===== src/rtl/adc_sample_averager_pkg.sv =====
// Shared constants and types for the ADC sample averager and its neighbours
// (ADC reader width and the default 1 kHz sample divider at 12 MHz).
package adc_sample_averager_pkg;

   localparam int ADC_WIDTH      = 10;
   localparam int ADC_SAMPLE_DIV = 12000;

   typedef enum logic [0:0] {
      FILLING = 1'b0,
      FULL    = 1'b1
   } fill_state_e;

endpackage


===== src/rtl/adc_sample_averager_if.sv =====
// Sample/clear inputs and averaged statistics outputs of the averager.
// No handshake: consumers sample the outputs whenever they like.
interface adc_sample_averager_if #(
   parameter int WIDTH = 10
);
   logic [WIDTH-1:0] value;
   logic             clear;
   logic             sample_tick;
   logic [WIDTH-1:0] avg;
   logic             avg_valid;
   logic [WIDTH-1:0] min_val;
   logic [WIDTH-1:0] max_val;

   modport master (
      output value, clear,
      input  sample_tick, avg, avg_valid, min_val, max_val
   );

   modport slave (
      input  value, clear,
      output sample_tick, avg, avg_valid, min_val, max_val
   );
endinterface


===== src/rtl/adc_sample_averager_sample_ring.sv =====
// N x WIDTH sample history with a wrapping write pointer; the slot about to be
// overwritten is presented combinationally so the caller can retire it the same cycle.
module sample_ring #(
   parameter int WIDTH  = 10,
   parameter int LOG2_N = 4
) (
   input  logic             clk12MHz,
   input  logic             resetq,
   input  logic             clear,
   input  logic             wr_en,
   input  logic [WIDTH-1:0] wr_dat,
   output logic [WIDTH-1:0] old_dat
);
   localparam int N = 1 << LOG2_N;

   logic [WIDTH-1:0]  ring_q [N];
   logic [WIDTH-1:0]  ring_d [N];
   logic [LOG2_N-1:0] wr_ptr_q;
   logic [LOG2_N-1:0] wr_ptr_d;

   assign old_dat = ring_q[wr_ptr_q];

   always_comb begin
      for (int i = 0; i < N; i++) begin
         ring_d[i] = ring_q[i];
      end
      wr_ptr_d = wr_ptr_q;
      // Clear wins so a coincident write never lands in the fresh window.
      if (clear) begin
         for (int i = 0; i < N; i++) begin
            ring_d[i] = '0;
         end
         wr_ptr_d = '0;
      end else if (wr_en) begin
         ring_d[wr_ptr_q] = wr_dat;
         wr_ptr_d         = wr_ptr_q + 1'b1;
      end
   end

   always_ff @(posedge clk12MHz or negedge resetq) begin
      if (!resetq) begin
         for (int i = 0; i < N; i++) begin
            ring_q[i] <= '0;
         end
         wr_ptr_q <= '0;
      end else begin
         for (int i = 0; i < N; i++) begin
            ring_q[i] <= ring_d[i];
         end
         wr_ptr_q <= wr_ptr_d;
      end
   end
endmodule


===== src/rtl/adc_sample_averager.sv =====
// Decimating sampler with a 2^LOG2_N boxcar average and min/max since clear.
// Outputs reflect a tick's sample one cycle after the tick; no backpressure.
module adc_sample_averager
   import adc_sample_averager_pkg::*;
#(
   parameter int WIDTH      = ADC_WIDTH,
   parameter int LOG2_N     = 4,
   parameter int SAMPLE_DIV = ADC_SAMPLE_DIV
) (
   input  logic                   clk12MHz,
   input  logic                   resetq,
   adc_sample_averager_if.slave   bus
);
   localparam int N     = 1 << LOG2_N;
   localparam int SUM_W = WIDTH + LOG2_N;
   localparam int DIV_W = (SAMPLE_DIV > 2) ? $clog2(SAMPLE_DIV) : 1;

   logic [WIDTH-1:0] value_q;
   logic [DIV_W-1:0] div_cnt_q,   div_cnt_d;
   logic [SUM_W-1:0] sum_q,       sum_d;
   logic [WIDTH-1:0] min_val_q,   min_val_d;
   logic [WIDTH-1:0] max_val_q,   max_val_d;
   logic [LOG2_N-1:0] fill_cnt_q, fill_cnt_d;
   fill_state_e      state_q,     state_d;

   logic             tick;
   logic             take;
   logic [WIDTH-1:0] old_dat;

   assign tick = (div_cnt_q == DIV_W'(SAMPLE_DIV - 1));
   // A clear in the tick cycle discards that sample entirely.
   assign take = tick && !bus.clear;

   sample_ring #(
      .WIDTH  (WIDTH),
      .LOG2_N (LOG2_N)
   ) u_ring (
      .clk12MHz (clk12MHz),
      .resetq   (resetq),
      .clear    (bus.clear),
      .wr_en    (take),
      .wr_dat   (value_q),
      .old_dat  (old_dat)
   );

   always_comb begin
      div_cnt_d = div_cnt_q + 1'b1;
      if (bus.clear || tick) begin
         div_cnt_d = '0;
      end
   end

   always_comb begin
      sum_d     = sum_q;
      min_val_d = min_val_q;
      max_val_d = max_val_q;
      if (bus.clear) begin
         sum_d     = '0;
         min_val_d = '1;
         max_val_d = '0;
      end else if (take) begin
         // Intermediate may wrap, but the final window sum always fits SUM_W.
         sum_d = sum_q + SUM_W'(value_q) - SUM_W'(old_dat);
         if (value_q < min_val_q) begin
            min_val_d = value_q;
         end
         if (value_q > max_val_q) begin
            max_val_d = value_q;
         end
      end
   end

   always_comb begin
      state_d    = state_q;
      fill_cnt_d = fill_cnt_q;
      if (bus.clear) begin
         state_d    = FILLING;
         fill_cnt_d = '0;
      end else begin
         case (state_q)
            FILLING: begin
               if (take) begin
                  fill_cnt_d = fill_cnt_q + 1'b1;
                  if (fill_cnt_q == LOG2_N'(N - 1)) begin
                     state_d = FULL;
                  end
               end
            end
            FULL:    state_d = FULL;
            default: state_d = FILLING;
         endcase
      end
   end

   always_ff @(posedge clk12MHz or negedge resetq) begin
      if (!resetq) begin
         state_q <= FILLING;
      end else begin
         state_q <= state_d;
      end
   end

   always_ff @(posedge clk12MHz or negedge resetq) begin
      if (!resetq) begin
         value_q    <= '0;
         div_cnt_q  <= '0;
         sum_q      <= '0;
         min_val_q  <= '1;
         max_val_q  <= '0;
         fill_cnt_q <= '0;
      end else begin
         value_q    <= bus.value;
         div_cnt_q  <= div_cnt_d;
         sum_q      <= sum_d;
         min_val_q  <= min_val_d;
         max_val_q  <= max_val_d;
         fill_cnt_q <= fill_cnt_d;
      end
   end

   assign bus.sample_tick = tick;
   assign bus.avg         = sum_q[SUM_W-1:LOG2_N];
   assign bus.avg_valid   = (state_q == FULL);
   assign bus.min_val     = min_val_q;
   assign bus.max_val     = max_val_q;
endmodule


===== src/flat_wrapper.sv =====
// flat-port wrapper written by rule: the top's interface ports become plain ports
module adc_sample_averager_flat import adc_sample_averager_pkg::*;
#(
   parameter int WIDTH      = ADC_WIDTH,
   parameter int LOG2_N     = 4,
   parameter int SAMPLE_DIV = ADC_SAMPLE_DIV
)
  (clk12MHz, resetq, bus_value, bus_clear, bus_sample_tick, bus_avg, bus_avg_valid, bus_min_val, bus_max_val);
  adc_sample_averager_if #(.WIDTH(WIDTH)) bus_i ();
  input  logic clk12MHz;
  input  logic resetq;
  input wire logic [$bits(bus_i.value)-1:0] bus_value;
  input wire logic [$bits(bus_i.clear)-1:0] bus_clear;
  output wire logic [$bits(bus_i.sample_tick)-1:0] bus_sample_tick;
  output wire logic [$bits(bus_i.avg)-1:0] bus_avg;
  output wire logic [$bits(bus_i.avg_valid)-1:0] bus_avg_valid;
  output wire logic [$bits(bus_i.min_val)-1:0] bus_min_val;
  output wire logic [$bits(bus_i.max_val)-1:0] bus_max_val;
  assign bus_i.value = bus_value;
  assign bus_i.clear = bus_clear;
  assign bus_sample_tick = bus_i.sample_tick;
  assign bus_avg = bus_i.avg;
  assign bus_avg_valid = bus_i.avg_valid;
  assign bus_min_val = bus_i.min_val;
  assign bus_max_val = bus_i.max_val;
  adc_sample_averager #(.WIDTH(WIDTH), .LOG2_N(LOG2_N), .SAMPLE_DIV(SAMPLE_DIV)) u_core (.clk12MHz(clk12MHz), .resetq(resetq), .bus(bus_i));
endmodule

===== config.mk =====
export PLATFORM = sky130hd
export DESIGN_NAME = adc_sample_averager_flat
export DESIGN_NICKNAME = d
export VERILOG_FILES = /design/src/rtl/adc_sample_averager_pkg.sv /design/src/rtl/adc_sample_averager_if.sv /design/src/rtl/adc_sample_averager_sample_ring.sv /design/src/rtl/adc_sample_averager.sv /design/src/flat_wrapper.sv
export SDC_FILE = /design/constraint.sdc
export NUM_CORES = 1
export LEC_CHECK = 0
export BUFFER_PORTS_ARGS = -buffer_cell sky130_fd_sc_hd__buf_2
export CAP_MARGIN = 5
export CELL_PAD_IN_SITES_DETAIL_PLACEMENT = 1
export CELL_PAD_IN_SITES_GLOBAL_PLACEMENT = 1
export CORE_ASPECT_RATIO = 0.75
export CORE_MARGIN = 2
export CORE_UTILIZATION = 50
export DETAILED_ROUTE_END_ITERATION = 10
export PLACE_DENSITY = 0.83
export SLEW_MARGIN = 10
export SYNTH_ARGS = -nofsm -noshare
export SYNTH_HDL_FRONTEND = slang
export SYNTH_SLANG_ARGS = --single-unit

===== constraint.sdc =====
create_clock -name clk12MHz -period 12.8 [get_ports clk12MHz]
set_clock_uncertainty 0.1 [all_clocks]
set_input_delay 1.28 -clock clk12MHz [delete_from_list [all_inputs] [get_ports clk12MHz]]
set_output_delay 1.28 -clock clk12MHz [all_outputs]
set_load 0.02 [all_outputs]

## Word-level counts from Yosys, hierarchy flattened

Cells that the tools add are included.

| word-level totals | value |
|---|---|
| flip-flop bits (word level) | 227 |
| input bits | 13 |
| output and inout port bits | 32 |
| logic and storage cells | 74 |

| cells by class | value |
|---|---|
| add/sub/neg operators | 5 |
| $lt $le $gt $ge | 4 |
| equality and inequality tests | 3 |
| mux-type cells | 26 |
| bitwise logic cells | 2 |
| reduce and logical (&&, ||, !) cells | 10 |

Operators with widths:

| operator | count |
|---|---|
| 2-to-1 mux 160 bit | 2 |
| bitwise mux 160 bit | 1 |
| 2-to-1 mux 10 bit | 9 |
| 2-to-1 mux 14 bit | 3 |
| binary-select mux 10 bit (select 4 bit) | 1 |
| demux 10 bit (select 4 bit) | 1 |
| 2-to-1 mux 4 bit | 5 |
| adder 14 x 1 -> 14 bit (second input constant) | 1 |
| adder 14 x 10 -> 14 bit | 1 |
| == test 14 bit (second input constant) | 1 |
| subtractor 14 x 10 -> 14 bit | 1 |
| greater-than comparator 10 bit | 1 |
| < comparator 10 bit | 1 |
| adder 4 x 1 -> 4 bit (second input constant) | 2 |
| AND reduction 2 bit | 3 |
| nonzero test 2 bit | 3 |
| greater-or-equal comparator 5 bit (second input constant) | 1 |
| < comparator 5 x 1 -> 1 bit (second input constant) | 1 |
| inverter 4 -> 5 bit | 1 |
| == test 4 bit (second input constant) | 1 |
| 2-to-1 mux 1 bit | 3 |
| logical AND 1 bit | 2 |
| inequality test 2 bit (second input constant) | 1 |
| one-hot mux 1 bit (2 select lines) | 1 |
| other kinds (3) | 3 |

## Logic depth before layout (Yosys ltp)

Gate-level depths: netlist (run 1).

| logic depth | value |
|---|---|
| word-level depth | 8 |
| depth in mapped cells | 14 |
| mapped depth without buffers | 12 |

## By module

From an unflattened synthesis (run 1), not the netlist that was laid out.

| unflattened totals | value |
|---|---|
| cells, all modules | 1295 |
| area total of the unflattened synthesis | 12200.5 um2 |

Modules (own cells, without submodules):

| module | instances | cells an instance | area each (um2) | seq. area each (um2) |
|---|---|---|---|---|
| sample_ring | 1 | 853 | 8136.6 | 4103.9 |
| adc_sample_averager | 1 | 442 | 4063.9 | 1589.0 |

## Least setup slack after synthesis (run 1)

OpenSTA, ideal clock, no wires.

| path | value |
|---|---|
| path type | register to register |
| start point | register u_core.u_ring.wr_ptr_q[0] |
| end point | register u_core.sum_q[10] |
| library setup time | 0.124 ns |
| arrival time | 3.895 ns |
| data required time | 12.576 ns |
| setup slack | 8.681 ns |
| stages on the path, launching flop included | 14 |
| buffers on the path | 2 |
| clock period less this slack | 4.119 ns |
| path through | dfrtp_1 -> buf_2 -> buf_2 -> mux4_2 -> mux4_2 -> fa_1 -> inv_1 -> fa_1 -> a21oi_1 -> o21ai_0 -> a31o_2 -> a41oi_1 -> nor4_1 -> a211o_1 |

| on the way | value |
|---|---|
| longest elaborated chain between the ends | 7 |

Ends and longest elaborated chain:

| item | RTL line | RTL |
|---|---|---|
| start: declaration | adc_sample_averager_sample_ring.sv:18 | `logic [LOG2_N-1:0] wr_ptr_q;` |
| start signal: assignment | adc_sample_averager_sample_ring.sv:50 | `wr_ptr_q <= wr_ptr_d;` |
| inverter 4 -> 5 bit (not written as such) | adc_sample_averager_sample_ring.sv:21 | `assign old_dat = ring_q[wr_ptr_q];` |
| binary-select mux 10 bit (select 4 bit) | adc_sample_averager_sample_ring.sv:21 |  |
| 2-to-1 mux 10 bit (not written as such) (2 in a row) | adc_sample_averager_sample_ring.sv:21 |  |
| subtractor 14 x 10 -> 14 bit | adc_sample_averager.sv:63 | `sum_d = sum_q + SUM_W'(value_q) - SUM_W'(old_dat);` |
| 2-to-1 mux 14 bit | adc_sample_averager.sv:61 | `end else if (take) begin` |
| 2-to-1 mux 14 bit | adc_sample_averager.sv:57 | `if (bus.clear) begin` |
| end signal: assignment | adc_sample_averager.sv:114 | `sum_q <= sum_d;` |
| end: declaration | adc_sample_averager.sv:20 | `logic [SUM_W-1:0] sum_q, sum_d;` |

Every way passes these cells. The select of a mux whose other input is x is not followed.
A chain may end at the register's enable or synchronous reset.

## Worst setup path in the final report (run 1)

Ends and elaborated chain as after synthesis.

==> results.tsv, run 1 <==
stage	metric	value	unit
logic_synthesis	synth_top_area_share	0.459	
logic_synthesis	synth.area.top_cells	dfrtp_1, nor2_1, mux4_2, a21oi_1, ha_1	
timing	fmax	0.200	GHz
logic_synthesis	yosys_warnings	0	
drt	drt_iter0_markers	823	
cells_and_area	fin_cells	1532	
cells_and_area	multi_input_comb_area	5450	µm²
logic_synthesis	synth-seq-cells	227	
worst_hold_path	min_path_type	register to register	
timing	finalSetupTns	0	ps
timing	maxSlewViolCount	0	
cts	clk_pin_slew	60	ps
place	port_buffers	44	
cts	numCtsBuffers	24	
cells_and_area	regArea	5700	µm²
cells_and_area	nFillCells	2536	
logic_synthesis	synth_top_cell_by_area	dfrtp_1	
logic_synthesis	synthCells	1222	
run_status	status	complete, no violations	
grt	antenna_found_initial	0	
timing	report.final.hold_viol_count	0	
logic_synthesis	synth_edf_count	0	
cells_and_area	syn2layout_area_growth	9.51	%
grt	grt_pass1_vias	10000	
pwr	peakVddDrop	0.000118	V
drt	vias	9343	
timing	period_minus_slack	4990	ps
cells_and_area	num_antenna_cells	0	
drt	wl_per_cell	23.2	µm
logic_synthesis	synth.distinct_cells	49	
drt	drc	0	
critical_path	startpoint_type	register	
drt	routed_via_density	6.10	
drt	wirelength	35.6	mm
cts	ctsHtreeMaxLevel	1	
cts	postCtsHoldBufs	0	
cts	cts_setup_buffers	0	
logic_synthesis	netlist_top_cells_count	nor2_1, dfrtp_1, a21oi_1	
logic_synthesis	synth_area	11800	µm²
cts	clock_sinks	227	
flow_run	drv_cap	0	
cts	cts_root_buffer	clkbuf_16	
timing	max_slew_margin	0.142	
critical_path	crit_arrival	5300	ps
logic_synthesis	syn_nets	1284	
timing	rsz0062_at_grt	no	
place	placed_cells	1488	
cts	cts_tree	yes	
cts	clk_latency	540	ps
floorplanning	start_util	0.512	
grt	grt_max_degree	108	
pwr	total_power	1.52	mW
place	gp_congestion	0.796	
floorplanning	core	23100	µm²
drt	drt_pass1_iterations	4	
logic_synthesis	synthArstFlopShare	1.00	
logic_synthesis	syn_avg_cell_area	9.68	µm²
logic_synthesis	synth-seq-area-share	0.481	
pwr	leakagePower	6.09	nW
drt	ant_nets	0	
grt	grt_usage	0.299	
timing	setup-violations-final	0	
floorplanning	die_area	24900	µm²
grt	grt-ovfl-total	0	
floorplanning	rows	48	
floorplanning	die_w	182	µm
critical_path	required	13110	ps
floorplanning	io-pin-count	45	
floorplanning	die_h	137	µm
timing	timing_worst_slew_pin_value	1280	ps
grt	grt_first_pass_wirelength	56.9	mm
critical_path	crit_type	register to register	
place	hpwl	22.4	mm
critical_path	worst_setup_path_end_kind	register	
cells_and_area	nets	1276	
cts	clockBufferDepth	3	
cts	post_cts_resized	0	
logic_synthesis	synth_flop_cell	dfrtp_1	
pwr	power.density	117	nW/µm²
logic_synthesis	synth.most_common_cell	nor2_1	
critical_path	worst-path-max-fanout	30	
cells_and_area	drive_gt1_frac	0.142	
timing	post-route-period-util	0.390	
-- cell type report --
class / instances / area share
Clock buffer: 33 / 0.0537
Clock inverter: 11 / 0.00811
Inverter: 65 / 0.0189
Multi-Input combinational cell: 831 / 0.420
Sequential cell: 227 / 0.440
Tap cell: 300 / 0.0290
Timing Repair Buffer: 65 / 0.0304
-- where the power goes --
group	switching, mW	internal [mW]	total [mW]
Clock	0.299	0.420	0.719
Combinational	0.0563	0.0190	0.0752
Sequential	0.00546	0.720	0.725
Total	0.361	1.16	1.52
-- path summary, 6_finish.rpt --
path / from / end / slack [ps] / depth (start not counted)
setup reg to reg: u_core.u_ring.wr_ptr_q[0] / u_core.sum_q[10] / 7810 / 12
hold / removal: u_core.div_cnt_q[0] / u_core.div_cnt_q[0] / 390 / 1
hold reg to reg: u_core.div_cnt_q[0] / u_core.div_cnt_q[0] / 390 / 1
min in group asynchronous: resetq / u_core.bus.max_val[5] / 710 / 1
setup / recovery: u_core.u_ring.wr_ptr_q[0] / u_core.sum_q[10] / 7810 / 12
max in group asynchronous: resetq / u_core.u_ring.wr_ptr_q[0] / 10480 / 2
-- placed cells by master (no fill, tap or decap), types with 4 or more instances in the layout --
cell	Yosys	routed
inv_1	64	64
nor2b_1	4	4
clkinv_2	1	10
mux2i_1	31	31
ha_1	39	39
nor3_1	5	5
clkbuf_8	0	4
nand4_1	8	8
buf_4	13	21
clkbuf_1	62	4
nor2_1	306	306
xnor2_1	9	9
mux4_2	50	50
nand2_1	63	63
xor2_1	14	14
and3_1	4	4
dfstp_2	10	10
a21o_1	8	8
a41oi_1	4	4
dfrtp_1	217	215
nand3_1	50	50
a21oi_1	179	179
buf_2	22	42
o21ai_0	9	9
clkbuf_16	0	25
fa_1	10	10
-- routing by layer --
layer | share of wire | track usage | vias to the layer above
li1 | - | - | 4096
met1 | 0.42 | 0.403 | 4793
met2 | 0.46 | 0.482 | 357
met3 | 0.079 | 0.0679 | 97
met4 | 0.037 | 0.111 | 0
met5 | 0 | 0 | -
-- stage by stage --
step                      setup slack, ps  cell area [µm²]  hold slack [ps]   util
after detailed placement             7810            12200              383  0.526
after global routing                 7540            13000              428  0.560
after floorplan                      8680            11800              348      -
final                                7810            13000              385  0.560
after CTS                            7780            13000              391  0.560
after global placement               7970            12200              371  0.526
-- worst max-delay path, cell delays in order, from the launching register on --
cell	delay [ps]
dfrtp_2	770
buf_4	600
mux4_2	590
mux4_2	480
fa_1	490
inv_1	70
fa_1	490
a21oi_1	160
o21ai_0	170
a31o_2	310
a41oi_1	290
nor4_1	80
a211o_1	280
-- registers in the layout, indices dropped and copies added, names as in the netlist --
name and cells:
u_core.u_ring.wr_ptr_q 4, u_core.bus.max_val 10, u_core.sum_q 14, u_core.bus.min_val 10
u_core.fill_cnt_q 4, u_core.value_q 10, u_core.bus.avg_valid 1, u_core.div_cnt_q 14
u_core.u_ring.ring_q 160
-- logic make-up (layout without fill, tap and decap cells) --
logic type	count (synthesis)	in the layout	synth area share
flops	227	227	0.481
compound gates	217	217	0.0987
buf+inv	164	174	0.0592
simple gates	461	461	0.164
mux	81	81	0.121
xor+xnor	23	23	0.0170
fa+ha+maj	49	49	0.0582
(Power assumes the default switching activity.)
==> inputs of run 2 (changes only) <==
- ABC_AREA: unset -> 1
- CORE_UTILIZATION: 50 -> 47
- PLACE_DENSITY: 0.83 -> 0.82
- clock period: 12.8 -> 4.8 ns (I/O delays scaled with it)
==> results.tsv, run 2 <==
stage	metric	value	unit	change
cells_and_area	nFillCells	3057		+21%
place	dp_slack	1040	ps	-6770 ps
pwr	leakagePower	6.30	nW	+3.4%
logic_synthesis	synth_edf_count	0		unchanged
logic_synthesis	syn_nets	1522		+19%
cts	cts_tree	yes		
critical_path	worst_setup_path_end_kind	register		
pwr	power_frac_seq	0.464		-0.013
timing	finalSetupTns	0	ps	unchanged
logic_synthesis	synth_flop_cell	dfrtp_1		
worst_hold_path	min_path_type	register to register		
logic_synthesis	synth.distinct_cells	36		-27%
grt	grt_usage	0.299		-0.000513
pwr	intPower	3.15	mW	+170%
place	post_dp_cell_area	12200	µm²	+0.55%
cts	numCtsBuffers	24		unchanged
logic_synthesis	synthArstFlopShare	1.00		unchanged
cells_and_area	fin_area	13100	µm²	+1.3%
drt	routed_via_density	5.72		-6.3%
place	gp_congestion	0.897		+13%
timing	maxSlewViolCount	0		unchanged
cells_and_area	num_antenna_cells	0		unchanged
critical_path	worst-path-max-fanout	51		+70%
timing	rsz0062_at_grt	no		
pwr	power.switching	1.08	mW	+200%
logic_synthesis	synth.area.top_cells	dfrtp_1, nand2_1, o21ai_0, inv_1, nor2_1		
pwr	power_frac_comb	0.085		+0.035
place	port_buffers	44		unchanged
drt	wirelength	38.7	mm	+8.8%
cells_and_area	reg.largest.list	u_core.u_ring.ring_q: 160 flops, u_core.div_cnt_q: 14 flops, u_core.sum_q: 14 flops		
cts	cts_root_buffer	clkbuf_16		
grt	grt_pass1_vias	10800		+7.6%
pwr	pwr-share-clk	0.451		-0.022
critical_path	crit_type	register to register		
cts	clk_latency	530	ps	about the same
cells_and_area	top_register	u_core.u_ring.ring_q		
grt	grt_first_pass_wirelength	61.8	mm	+8.6%
logic_synthesis	synth-seq-area-share	0.484		+0.00323
floorplanning	io-pin-count	45		unchanged
drt	ant_nets	0		unchanged
pwr	peakVddDrop	0.000233	V	+98%
timing	timing.hold.ws	366	ps	-19.2 ps
grt	grt_max_degree	117		+8.3%
flow_run	drv_cap	0		unchanged
cells_and_area	largest_register_ffs	160		unchanged
floorplanning	start_util	0.474		-0.0373
drt	vias	10500		+13%
run_status	status	complete, no violations		
timing	setup-violations-final	0		unchanged
cells_and_area	nets	1550		+21%
logic_synthesis	synth_top_area_share	0.462		+0.00308
logic_synthesis	synth_area	11800	µm²	-0.67%
logic_synthesis	synth-seq-cells	227		unchanged
drt	drt_iter0_markers	842		+2.3%
logic_synthesis	synthCells	1460		+19%
pwr	total_power	4.22	mW	+180%
logic_synthesis	netlist_top_cells_count	nand2_1, dfrtp_1, o21ai_0		
floorplanning	die_h	141	µm	+2.7%
timing	timing_worst_slew_pin_value	1070	ps	-213 ps
critical_path	crit_arrival	4210	ps	-1090 ps
floorplanning	die_w	187	µm	+2.7%
floorplanning	rows	50		+4.2%
floorplanning	die_area	26300	µm²	+5.5%
cells_and_area	syn2layout_area_growth	11.7	%	
cts	cts_setup_buffers	0		unchanged
cells_and_area	drive_gt1_frac	0.0931		-0.0490
pwr	power.density	322	nW/µm²	+170%
cts	ctsHtreeMaxLevel	1		unchanged
timing	worst_slack	905	ps	-6910 ps
drt	drc	0		unchanged
timing	report.final.hold_viol_count	0		unchanged
place	hpwl	26.0	mm	+16%
grt	antenna_found_initial	0		unchanged
timing	post-route-period-util	0.811		+0.422
critical_path	startpoint_type	register		
grt	grt-ovfl-total	0		unchanged
timing	period_minus_slack	3890	ps	-1090 ps
drt	drt_pass1_iterations	5		+1
logic_synthesis	synth.most_common_cell	nand2_1		
cts	clk_pin_slew	70	ps	about the same
floorplanning	core	24800	µm²	+7.1%
logic_synthesis	syn_avg_cell_area	8.05	µm²	-17%
cells_and_area	layout_common_cells	nand2_1, dfrtp_1, o21ai_0		
critical_path	required	5120	ps	-7990 ps
pwr	swShare	0.255		+0.0176
cts	clock_sinks	227		unchanged
logic_synthesis	synth_top_cell_by_area	dfrtp_1		
timing	fmax	0.257	GHz	+28%
cells_and_area	final_common_cell	nand2_1		
timing	max_slew_margin	0.286		+0.144
logic_synthesis	yosys_warnings	0		unchanged
cts	clockBufferDepth	3		unchanged
drt	wl_per_cell	21.0	µm	-9.5%
run 2: area by class of cell:
class / instances / area (µm²) / area share
Multi-Input combinational cell: 1029 / 5230 / 0.398
Inverter: 139 / 522 / 0.0398
Timing Repair Buffer: 67 / 468 / 0.0357
Clock buffer: 37 / 741 / 0.0564
Clock inverter: 5 / 50.0 / 0.00381
Sequential cell: 227 / 5690 / 0.434
Tap cell: 338 / 423 / 0.0322
run 2: path summary, 6_finish.rpt:
path                                            from  cells past startpoint  slack, ps                         to
max                        u_core.u_ring.wr_ptr_q[0]                     18        910           u_core.sum_q[13]
min                              u_core.div_cnt_q[0]                      1        370        u_core.div_cnt_q[0]
max reg2reg                u_core.u_ring.wr_ptr_q[0]                     18        910           u_core.sum_q[13]
min reg2reg                      u_core.div_cnt_q[0]                      1        370        u_core.div_cnt_q[0]
max in group asynchronous                     resetq                      3       3090      u_core.bus.min_val[7]
min in group asynchronous                     resetq                      2        530  u_core.u_ring.ring_q[114]
run 2: per-stage QoR:
| step | utilization | std cells |
|---|---|---|
| after floorplan | - | 1460 |
| after global placement | 0.493 | 1789 |
| after detailed placement | 0.493 | 1789 |
| after CTS | 0.530 | 1842 |
| after global routing | 0.530 | 1842 |
| final | 0.530 | 1842 |
run 2: cells by family after synthesis:
family | count (synthesis) | synth area share
fa+ha+maj | 49 | 0.0585
buf+inv | 204 | 0.0710
xor+xnor | 12 | 0.00894
simple gates | 633 | 0.228
flops | 227 | 0.484
compound gates | 335 | 0.149
run 2: power groups by stage:
| stage | registers [mW] | logic [mW] | clock network [mW] |
|---|---|---|---|
| 2_1_floorplan | 2.01 | 0.187 | 0 |
| 3_3_place_gp | 1.99 | 0.329 | 0 |
| 3_5_place_dp | 2.00 | 0.345 | 0 |
| 4_1_cts | 1.96 | 0.355 | 1.91 |
| 5_1_grt | 1.96 | 0.400 | 1.99 |
| 6_report | 1.96 | 0.358 | 1.91 |
run 2: layer usage:
layer  share of wire  track usage  up-vias
met5               0            0        -
met4           0.022       0.0744        0
met3           0.062       0.0573       58
met2            0.44        0.450      277
met1            0.48        0.445     5376
li1                -            -     4819
run 2: worst max-delay path, cell delays in order (launching register included):
cell	delay [ps]
dfrtp_2	650
inv_2	210
buf_12	230
o21ai_0	310
o22ai_1	220
nand2_1	120
nand4_1	170
fa_1	530
inv_1	50
ha_1	360
nand2_1	140
inv_1	80
nand3_1	80
nand2_1	150
nand2_1	100
nand2_1	80
nand2_1	50
nand3_1	80
nand2_1	60
run 2: repair_timing:
item | 4_1_cts | 5_1_grt
hold buffers | 11 | 0
setup endpoints to repair | 0 | 0
resized for setup | 0 | 0
hold endpoints to repair | 39 | 0
